### config.mk
export PLATFORM = sky130hd
export DESIGN_NAME = x_delay_os_mc
export DESIGN_NICKNAME = d
export VERILOG_FILES = /design/src/rtl/x_delay_os_mc.sv
export SDC_FILE = /design/constraint.sdc
export NUM_CORES = 1
export LEC_CHECK = 0
export ABC_AREA = 0
export CAP_MARGIN = 20
export CELL_PAD_IN_SITES_DETAIL_PLACEMENT = 2
export CELL_PAD_IN_SITES_GLOBAL_PLACEMENT = 2
export CORE_ASPECT_RATIO = 0.7
export CORE_MARGIN = 3
export CORE_UTILIZATION = 38
export CTS_BUF_LIST = sky130_fd_sc_hd__clkbuf_8
export DETAILED_ROUTE_END_ITERATION = 16
export GPL_TIMING_DRIVEN = 0
export PLACE_DENSITY = 0.82
export SKIP_CTS_REPAIR_TIMING = 1
export SLEW_MARGIN = 5
export SYNTH_ARGS = -nofsm -noshare
export SYNTH_HDL_FRONTEND = slang
export SYNTH_HIERARCHICAL = 1
export SYNTH_SLANG_ARGS = --single-unit
### constraint.sdc
create_clock -name clock -period 1.96 [get_ports clock]
set_input_delay 0.49 -clock clock [delete_from_list [all_inputs] [get_ports clock]]
set_output_delay 0.49 -clock clock [all_outputs]
set_load 0.01 [all_outputs]
### src/rtl/x_delay_os_mc.sv
// Multi-channel delayed one-shot: each rising edge on d[k] yields a q[k] pulse
// after a per-channel delay, with a shared, programmable pulse width.
module x_delay_os_mc_ch #(
   parameter int MXDLY = 4,
   parameter int MXWID = 3
) (
   input  logic             clock,
   input  logic             reset_n,
   input  logic             d,
   input  logic [MXDLY-1:0] dly,
   input  logic [MXWID-1:0] wid,
   input  logic             retrig,
   input  logic             clr_missed,
   output logic             q,
   output logic             busy,
   output logic             missed
);
   localparam logic [1:0] IDLE  = 2'd0;
   localparam logic [1:0] DELAY = 2'd1;
   localparam logic [1:0] PULSE = 2'd2;
   localparam logic [MXDLY-1:0] D_ONE = MXDLY'(1);
   localparam logic [MXWID-1:0] W_ONE = MXWID'(1);

   logic             inh, trig;
   logic [MXDLY-1:0] dly_p, dcnt, dcnt_nx;
   logic [MXWID-1:0] wid_p, wcnt, wcnt_nx;
   logic [1:0]       state, state_nx;
   logic             start, discard;

   // Trigger and its operands are captured together at the trigger edge
   assign start   = trig & ((state == IDLE) | retrig);
   assign discard = trig & (state != IDLE) & ~retrig;

   always_comb begin
      state_nx = state;
      dcnt_nx  = dcnt;
      wcnt_nx  = wcnt;
      case (state)
         DELAY: begin
            if (dcnt == D_ONE) begin
               state_nx = PULSE;
               dcnt_nx  = '0;
            end else begin
               dcnt_nx = dcnt - D_ONE;
            end
         end
         PULSE: begin
            if (wcnt == W_ONE) begin
               state_nx = IDLE;
               wcnt_nx  = '0;
            end else begin
               wcnt_nx = wcnt - W_ONE;
            end
         end
         IDLE:    state_nx = IDLE;
         default: state_nx = IDLE;
      endcase
      if (start) begin
         wcnt_nx = (wid_p == '0) ? W_ONE : wid_p;
         if (dly_p != '0) begin
            state_nx = DELAY;
            dcnt_nx  = dly_p;
         end else begin
            state_nx = PULSE;
            dcnt_nx  = '0;
         end
      end
   end

   always_ff @(posedge clock) begin
      if (!reset_n) begin
         inh    <= 1'b1;
         trig   <= 1'b0;
         dly_p  <= '0;
         wid_p  <= '0;
         state  <= IDLE;
         dcnt   <= '0;
         wcnt   <= '0;
         q      <= 1'b0;
         busy   <= 1'b0;
         missed <= 1'b0;
      end else begin
         inh    <= d;
         trig   <= d & ~inh;
         dly_p  <= dly;
         wid_p  <= wid;
         state  <= state_nx;
         dcnt   <= dcnt_nx;
         wcnt   <= wcnt_nx;
         q      <= (state_nx == PULSE);
         busy   <= (state_nx != IDLE);
         missed <= (missed & ~clr_missed) | discard;
      end
   end
endmodule

module x_delay_os_mc #(
   parameter int NCH   = 8,
   parameter int MXDLY = 4,
   parameter int MXWID = 3
) (
   input  logic                 clock,
   input  logic                 reset_n,
   input  logic [NCH-1:0]       d,
   input  logic [NCH*MXDLY-1:0] delay,
   input  logic [MXWID-1:0]     width,
   input  logic                 retrig,
   input  logic                 clr_missed,
   output logic [NCH-1:0]       q,
   output logic [NCH-1:0]       busy,
   output logic [NCH-1:0]       missed
);
   for (genvar k = 0; k < NCH; k++) begin : g_ch
      x_delay_os_mc_ch #(.MXDLY(MXDLY), .MXWID(MXWID)) u_ch (
         .clock      (clock),
         .reset_n    (reset_n),
         .d          (d[k]),
         .dly        (delay[k*MXDLY +: MXDLY]),
         .wid        (width),
         .retrig     (retrig),
         .clr_missed (clr_missed),
         .q          (q[k]),
         .busy       (busy[k]),
         .missed     (missed[k])
      );
   end
endmodule
==> metrics.csv, run 1 <==
metric,value,unit
outcome,completed,
slew_headroom,52.15,%
drtPass1Iterations,4,
power.density,789.2,nW/um^2
clock-sinks,168,
grt_pass1_vias,6860,
die_h,124.5,um
p_seq_share,50.1,%
power.leakage,0.003443,uW
postLayoutCellArea,9204,um^2
min_period,1.871,ns
ir_drop,0.5223,mV
clock_skew,0.01398,ns
io_buffers,70,
vias_per_cell,5.248,
synth_nets,887,
grt_pass1_wl,36.24,mm
antenna_found_initial,0,
min_from,g_ch[6].u_ch/inh,
yosysWarnings,6,
clock_latency,0.47,ns
finalSetupViolCount,0,
critPathMaxStageDelay,0.56,ns
p_switching,1773,uW
ys_types,36,
clock_path_buffers,2,
cp-start-kind,flop,
track_usage,20.47,%
hold_path_class,reg -> reg,
dpl.hpwl,15.75,mm
switching_share,24.41,%
end_kind,output port,
critPathKind,reg -> out,
die_x,175.3,um
period_share,95.45,%
place_area,8701,um^2
gp_congestion,0.8102,
synth_compound_area_share,16.54,%
p_int,5491,uW
arrival,1.38,ns
synth_xor_area_share,0,%
timing.fmax,0.5345,GHz
pre_cts_ws,-0.7812,ns
drive_above_1_share,12.50,%
dp.cells,1120,
h-tree-depth,4,
synth-edff-count,0,
clock-root-buffer,clkbuf_8,
ys.flop_type,dfxtp_1,
path_delay_family,buffers and inverters,
cpMaxStageDelayCell,clkdlybuf4s50_1,
power.share.combinational,8.4,%
drcViolationCount,0,
worstPathMaxFanout,2,
synthArstFlopShare,0,%
path_buf_inv,1,
route.vias.total,6046,
drt_iter0_markers,304,
io_pins,71,
muxShareOfSynthArea,1.181,%
yosysSeqAreaShare,44.09,%
total_power,7264,uW
crit_chain,clkdlybuf4s50_1,
yosys.area_share.adder,9.186,%
final_common_cell,dfxtp_1,
cp-startpoint,g_ch[7].u_ch/missed,
yosys.area_share.simple,22.83,%
initial_core_util,39.55,%
worstMarginPinSlew,0.7165,ns
rows,42,
cp.required,1.47,ns
cts_buffers,17,
multi_input_area,3814,um^2
cts_tree,built,
grt_max_degree,33,
synth_seq_cells,168,
stdcell_count,1152,
final_antenna_net_count,0,
dieArea,21840,um^2
final_cell_mix,"168 x dfxtp_1, 68 x clkdlybuf4s50_1, 64 x inv_1",
syn_area,7627,um^2
core-area,19290,um^2
hold_viol,0,
synth.avg_cell_area,9.729,um^2
gr-total-overflow,0,
nets,978,
wl_per_cell,18.88,um
n_fill_cell,2051,
synth_top_family_by_area,simple AND/OR/NAND/NOR gates,
wirelength,21.75,mm
clk_pin_slew,0.09,ns
slew_violations,0,
worst_slack,0.08921,ns
r2r-start,g_ch[0].u_ch/dcnt[1],
maxCapViolCount,0,
diodes,0,
seq_area,3363,um^2
tns,0,ns
clockPowerShare,41.5,%
syn-instance-count,784,
area_growth,20.67,%
==> per-stage QoR <==
stage | util (%) | hold slack, ns
5_1_grt | 47.72 | 0.4153
6_report | 47.72 | 0.3976
4_1_cts | 47.61 | 0.4021
2_1_floorplan | - | 0.3729
3_5_place_dp | 45.11 | 0.3810
3_3_place_gp | 44.89 | 0.3809
==> Yosys cell counts (24+ instances only) <==
cell type | number | area, um^2
nand2_1 | 40 | 150.1
nor2_1 | 48 | 180.2
dfxtp_1 | 168 | 3363
inv_1 | 64 | 240.2
nand2b_1 | 24 | 150.1
nor3_1 | 32 | 160.2
ha_1 | 56 | 700.7
a21oi_1 | 40 | 200.2
and2_1 | 56 | 350.3
==> registers in the layout, indices dropped and copies added, names as in the netlist <==
| signal | cells |
|---|---|
| g_ch.u_ch/trig | 8 |
| g_ch.u_ch/wcnt | 24 |
| g_ch.u_ch/busy | 8 |
| g_ch.u_ch/dly_p | 32 |
| g_ch.u_ch/inh | 8 |
| g_ch.u_ch/q | 8 |
| g_ch.u_ch/wid_p | 24 |
| g_ch.u_ch/dcnt | 32 |
| g_ch.u_ch/state | 16 |
| g_ch.u_ch/missed | 8 |
==> per-layer routing <==
layer,global-route usage [%],share of wire [%]
met2,36.80,51
met4,4.407,0.96
met1,25.26,45
met3,4.083,2.5
met5,0,0
==> kinds of logic (layout without fill, tap and decap cells) <==
logic type,Yosys count,after routing
buffers and inverters,88,192
adder cells (fa/ha/maj),56,56
multiplexers,8,8
AND/OR/NAND/NOR,296,296
flip-flops,168,168
AO/OA/AOI/OAI,168,168
==> power groups by stage <==
stage          combinational [uW]  sequential [uW]  clock (uW)
6_report                      613             3640        3010
5_1_grt                       686             3660        3260
4_1_cts                       619             3640        3100
3_5_place_dp                  610             3710           0
3_3_place_gp                  554             3700           0
2_1_floorplan                 336             3690           0
==> cell type report <==
class                      count  area share [%]
multi-input combinational    528           41.44
sequential                   168           36.54
timing repair buffer          72           8.102
tap                          264           3.589
clock inverter                15           2.678
inverter                      64           2.610
clock buffer                  17           2.542
buffer                        24           2.501
==> path summary, 6_finish.rpt <==
path	to	slack, ns	cells after the start
max reg2reg	g_ch[0].u_ch/busy	0.10	6
min reg2reg	g_ch[6].u_ch/trig	0.40	1
max	missed[7]	0.09	1
min	g_ch[6].u_ch/trig	0.40	1
(Power assumes the default switching activity.)
==> run 2, diff against run 1 <==
- CORE_UTILIZATION: 38 -> 37
- CTS_CLUSTER_DIAMETER: unset -> 100
- PLACE_DENSITY: 0.82 -> 0.8
==> run 2 against run 1 <==
  * Non-clock buffer count stayed put
  * Design area is 0.56% lower
  * Die area is 2.6% higher
  * Cell count is 0.52% higher
  * Highest routed layer unchanged
==> metrics.csv, run 2 (synthesis results as in run 1) <==
metric,value,unit
outcome,completed,
postLayoutCellArea,9153,um^2
antenna_found_initial,0,
dp.cells,1126,
rsz0062_at_grt,false,
drive_above_1_share,12.39,%
area_growth,20.00,%
cp-start-kind,flop,
diodes,0,
reg_top3,"g_ch.u_ch/dcnt x32, g_ch.u_ch/dly_p x32",
period_share,94.48,%
gr-total-overflow,0,
drtPass1Iterations,4,
ir_drop,0.4491,mV
crit_chain,clkdlybuf4s50_1,
clock_skew,0.01268,ns
worstPathMaxFanout,2,
grt_pass1_wl,35.99,mm
fin_hold_ws,0.3962,ns
whs_path_depth,1,
place_area,8708,um^2
io_pins,71,
final_antenna_net_count,0,
initial_core_util,38.11,%
io_buffers,70,
cpMaxStageDelayCell,clkdlybuf4s50_1,
vias_per_cell,5.258,
critPathMaxStageDelay,0.55,ns
r2r_end,g_ch[2].u_ch/q,
power.density,749.1,nW/um^2
slew_violations,0,
wl_per_cell,18.48,um
path_buf_inv,1,
cp.required,1.47,ns
final_common_cell,dfxtp_1,
power.leakage,0.003410,uW
clock-sinks,168,
cts_buffers,17,
grt_max_degree,33,
route.vias.total,6089,
r2r_cells,6,
min_from,g_ch[4].u_ch/inh,
nets,978,
rrSetupSlack,0.15,ns
multi_input_area,3819,um^2
dpl.hpwl,15.61,mm
critPathKind,reg -> out,
end_kind,output port,
hold_path_class,reg -> reg,
cts_tree,built,
die_h,126.1,um
clock_latency,0.46,ns
timing.fmax,0.5400,GHz
drcViolationCount,0,
drt_iter0_markers,284,
h-tree-depth,4,
hold_viol,0,
n_fill_cell,2167,
tns,0,ns
fin_util,45.73,%
min_to,g_ch[4].u_ch/trig,
dieArea,22400,um^2
clk_pin_slew,0.09,ns
clock_path_buffers,2,
r2r-start,g_ch[2].u_ch/state[0],
slew_headroom,44.72,%
worstMarginPinSlew,0.8278,ns
track_usage,20.06,%
gp_congestion,0.8285,
die_x,177.6,um
arrival,1.36,ns
grt_pass1_vias,6866,
finalSetupViolCount,0,
stdcell_count,1158,
rows,43,
min_period,1.852,ns
path_delay_family,buffers and inverters,
seq_area,3363,um^2
clock-root-buffer,clkbuf_8,
final_cell_mix,"168 x dfxtp_1, 68 x clkdlybuf4s50_1, 66 x inv_1",
maxCapViolCount,0,
core-area,20010,um^2
wirelength,21.41,mm
## run 2: through the flow
step                      setup WS [ns]  power [uW]
after global routing           0.003710        7207
after global placement           -1.714        4259
after CTS                       -0.4027        6970
final                            0.1083        6856
after detailed placement        -0.8457        4321
after floorplan                  0.4433        4023
## run 2: worst max-delay path by stage
stage	from	endpoint	slack (ns)	depth (start not counted)
after CTS	retrig	g_ch[6].u_ch/q	-0.40	6
after floorplan	g_ch[0].u_ch/dcnt[1]	g_ch[0].u_ch/busy	0.44	6
after global routing	g_ch[6].u_ch/dcnt[0]	g_ch[6].u_ch/busy	0.004	5
after global placement	reset_n	g_ch[3].u_ch/busy	-1.71	4
after detailed placement	retrig	g_ch[0].u_ch/q	-0.85	6
final	g_ch[3].u_ch/missed	missed[3]	0.11	1
## run 2: report_power, final
group	internal, uW	leakage, uW	switching (uW)
Combinational	290	0.00183	319
Sequential	3540	0.00138	91.1
Clock	1320	0.000206	1300
## run 2: final cells by class
type | instances | share of cell area [%]
buffer | 24 | 2.515
clock buffer | 19 | 2.857
tap | 270 | 3.691
clock inverter | 13 | 1.695
inverter | 64 | 2.625
timing repair buffer | 72 | 8.148
sequential | 168 | 36.75
multi-input combinational | 528 | 41.72
## run 2: layer usage
metal,routed length (um),part of all wire (%),track usage [%],up-vias
li1,-,-,-,2953
met1,9640,45,24.31,3035
met3,626,2.9,4.250,29
met2,10750,50,35.56,72
met5,0,0,0,-
met4,389,1.8,6.184,0
==> run 3, diff against run 2 <==
- SLEW_MARGIN: 5 -> 40
==> run 3 against run 2 <==
  * Sequential share of layout area up 0.15 points
  * Power down 1.1%
  * Cell count about the same
  * Register-to-register slack about the same
  * Sequential cell count unchanged
  * Non-clock buffer count down 1
  * Core utilization down 0.19 points
  * Worst setup slack better by 0.0075 ns
  * Global-route usage down 0.40 points
  * Routed wire length down 1.1%
  * Critical endpoint is now missed[4]
  * Largest cell class unchanged
==> metrics.csv, run 3 (synthesis results as in run 1) <==
metric,value,unit
met3_length,724,um
clock_path_buffers,2,
p_seq_share,53.6,%
worstMarginPinSlew,0.7318,ns
rows,43,
end_kind,output port,
final_common_cell,dfxtp_1,
clock_latency,0.47,ns
postLayoutCellArea,9115,um^2
wl_met2,10.51,mm
cts_buffers,17,
io_pins,71,
drtPass1Iterations,4,
critPathKind,reg -> out,
dieArea,22400,um^2
io_buffers,70,
track_usage,19.66,%
critPathMaxStageDelay,0.54,ns
wirelength,21.17,mm
reg_top3,"g_ch.u_ch/dcnt x32, g_ch.u_ch/dly_p x32",
worst_slack,0.1158,ns
core-area,20010,um^2
gp_congestion,0.8285,
crit_chain,clkdlybuf4s50_1,
multi_input_area,3831,um^2
slew_violations,0,
drcViolationCount,0,
initial_core_util,38.11,%
h-tree-depth,4,
rsz0062_at_grt,false,
worstPathMaxFanout,2,
cts_tree,built,
outcome,completed,
slew_headroom,51.22,%
route.vias.total,6096,
grt_pass1_vias,6856,
dpl.hpwl,15.58,mm
maxCapViolCount,0,
pre_cts_ws,-0.1592,ns
tns,0,ns
path_delay_family,buffers and inverters,
path_buf_inv,1,
clock-root-buffer,clkbuf_8,
grt_pass1_wl,35.35,mm
seq_area,3363,um^2
cp.required,1.47,ns
final_cell_mix,"168 x dfxtp_1, 68 x clkdlybuf4s50_1, 64 x inv_1",
clockPowerShare,37.5,%
period_share,94.09,%
fin_hold_ws,0.3536,ns
p_int,4991,uW
gr-total-overflow,0,
power.share.combinational,8.9,%
hold_viol,0,
cp-start-kind,flop,
p_switching,1792,uW
place_area,8678,um^2
area_growth,19.50,%
wl_met1,9.634,mm
grt_max_degree,33,
nets,977,
arrival,1.35,ns
drive_above_1_share,12.74,%
die_h,126.1,um
switching_share,26.42,%
power.density,744.2,nW/um^2
final_antenna_net_count,0,
hold_path_class,in -> reg,
finalSetupViolCount,0,
die_x,177.6,um
min_period,1.844,ns
wl_per_cell,18.30,um
timing.fmax,0.5422,GHz
ir_drop,0.3893,mV
clock-sinks,168,
drt_iter0_markers,242,
power.leakage,0.003387,uW
diodes,0,
antenna_found_initial,0,
top_layer,met4,
cpMaxStageDelayCell,clkdlybuf4s50_1,
n_fill_cell,2193,
clock_skew,0.01843,ns
vias_per_cell,5.269,
clk_pin_slew,0.11,ns
[run 3: power by group through the flow]
stage | clock [uW] | sequential [uW] | combinational [uW]
floorplan | 0 | 3690 | 336
global placement | 0 | 3700 | 557
detailed placement | 0 | 3710 | 599
CTS | 2640 | 3640 | 610
global route | 2790 | 3660 | 677
finish | 2540 | 3630 | 604
[run 3: stage by stage]
stage	total power [uW]	utilization, %	instances
2_1_floorplan	4023	-	784
3_3_place_gp	4259	43.30	1124
3_5_place_dp	4314	43.36	1125
4_1_cts	6887	45.36	1157
5_1_grt	7126	45.54	1157
6_report	6783	45.54	1157
[run 3: per-layer routing]
| layer | GRT usage [%] | vias up |
|---|---|---|
| li1 | - | 2952 |
| met1 | 24.31 | 3038 |
| met2 | 34.50 | 80 |
| met3 | 4.491 | 26 |
| met4 | 5.030 | 0 |
| met5 | 0 | - |
[run 3: worst paths after layout]
path	startpoint	to	slack, ns	cells past startpoint
min reg2reg	g_ch[4].u_ch/inh	g_ch[4].u_ch/trig	0.40	1
max	g_ch[4].u_ch/missed	missed[4]	0.12	1
min	reset_n	g_ch[0].u_ch/inh	0.35	2
max reg2reg	g_ch[7].u_ch/dcnt[1]	g_ch[7].u_ch/busy	0.15	6
[run 3: area by class of cell]
class                   count  area share [%]
clock inverters            15           1.812
inverters                  64           2.636
well taps                 270           3.706
plain buffers              24           2.526
repair buffers             71           7.824
clock buffers              17           2.567
multi-input cells         528           42.03
flip-flops and latches    168           36.90
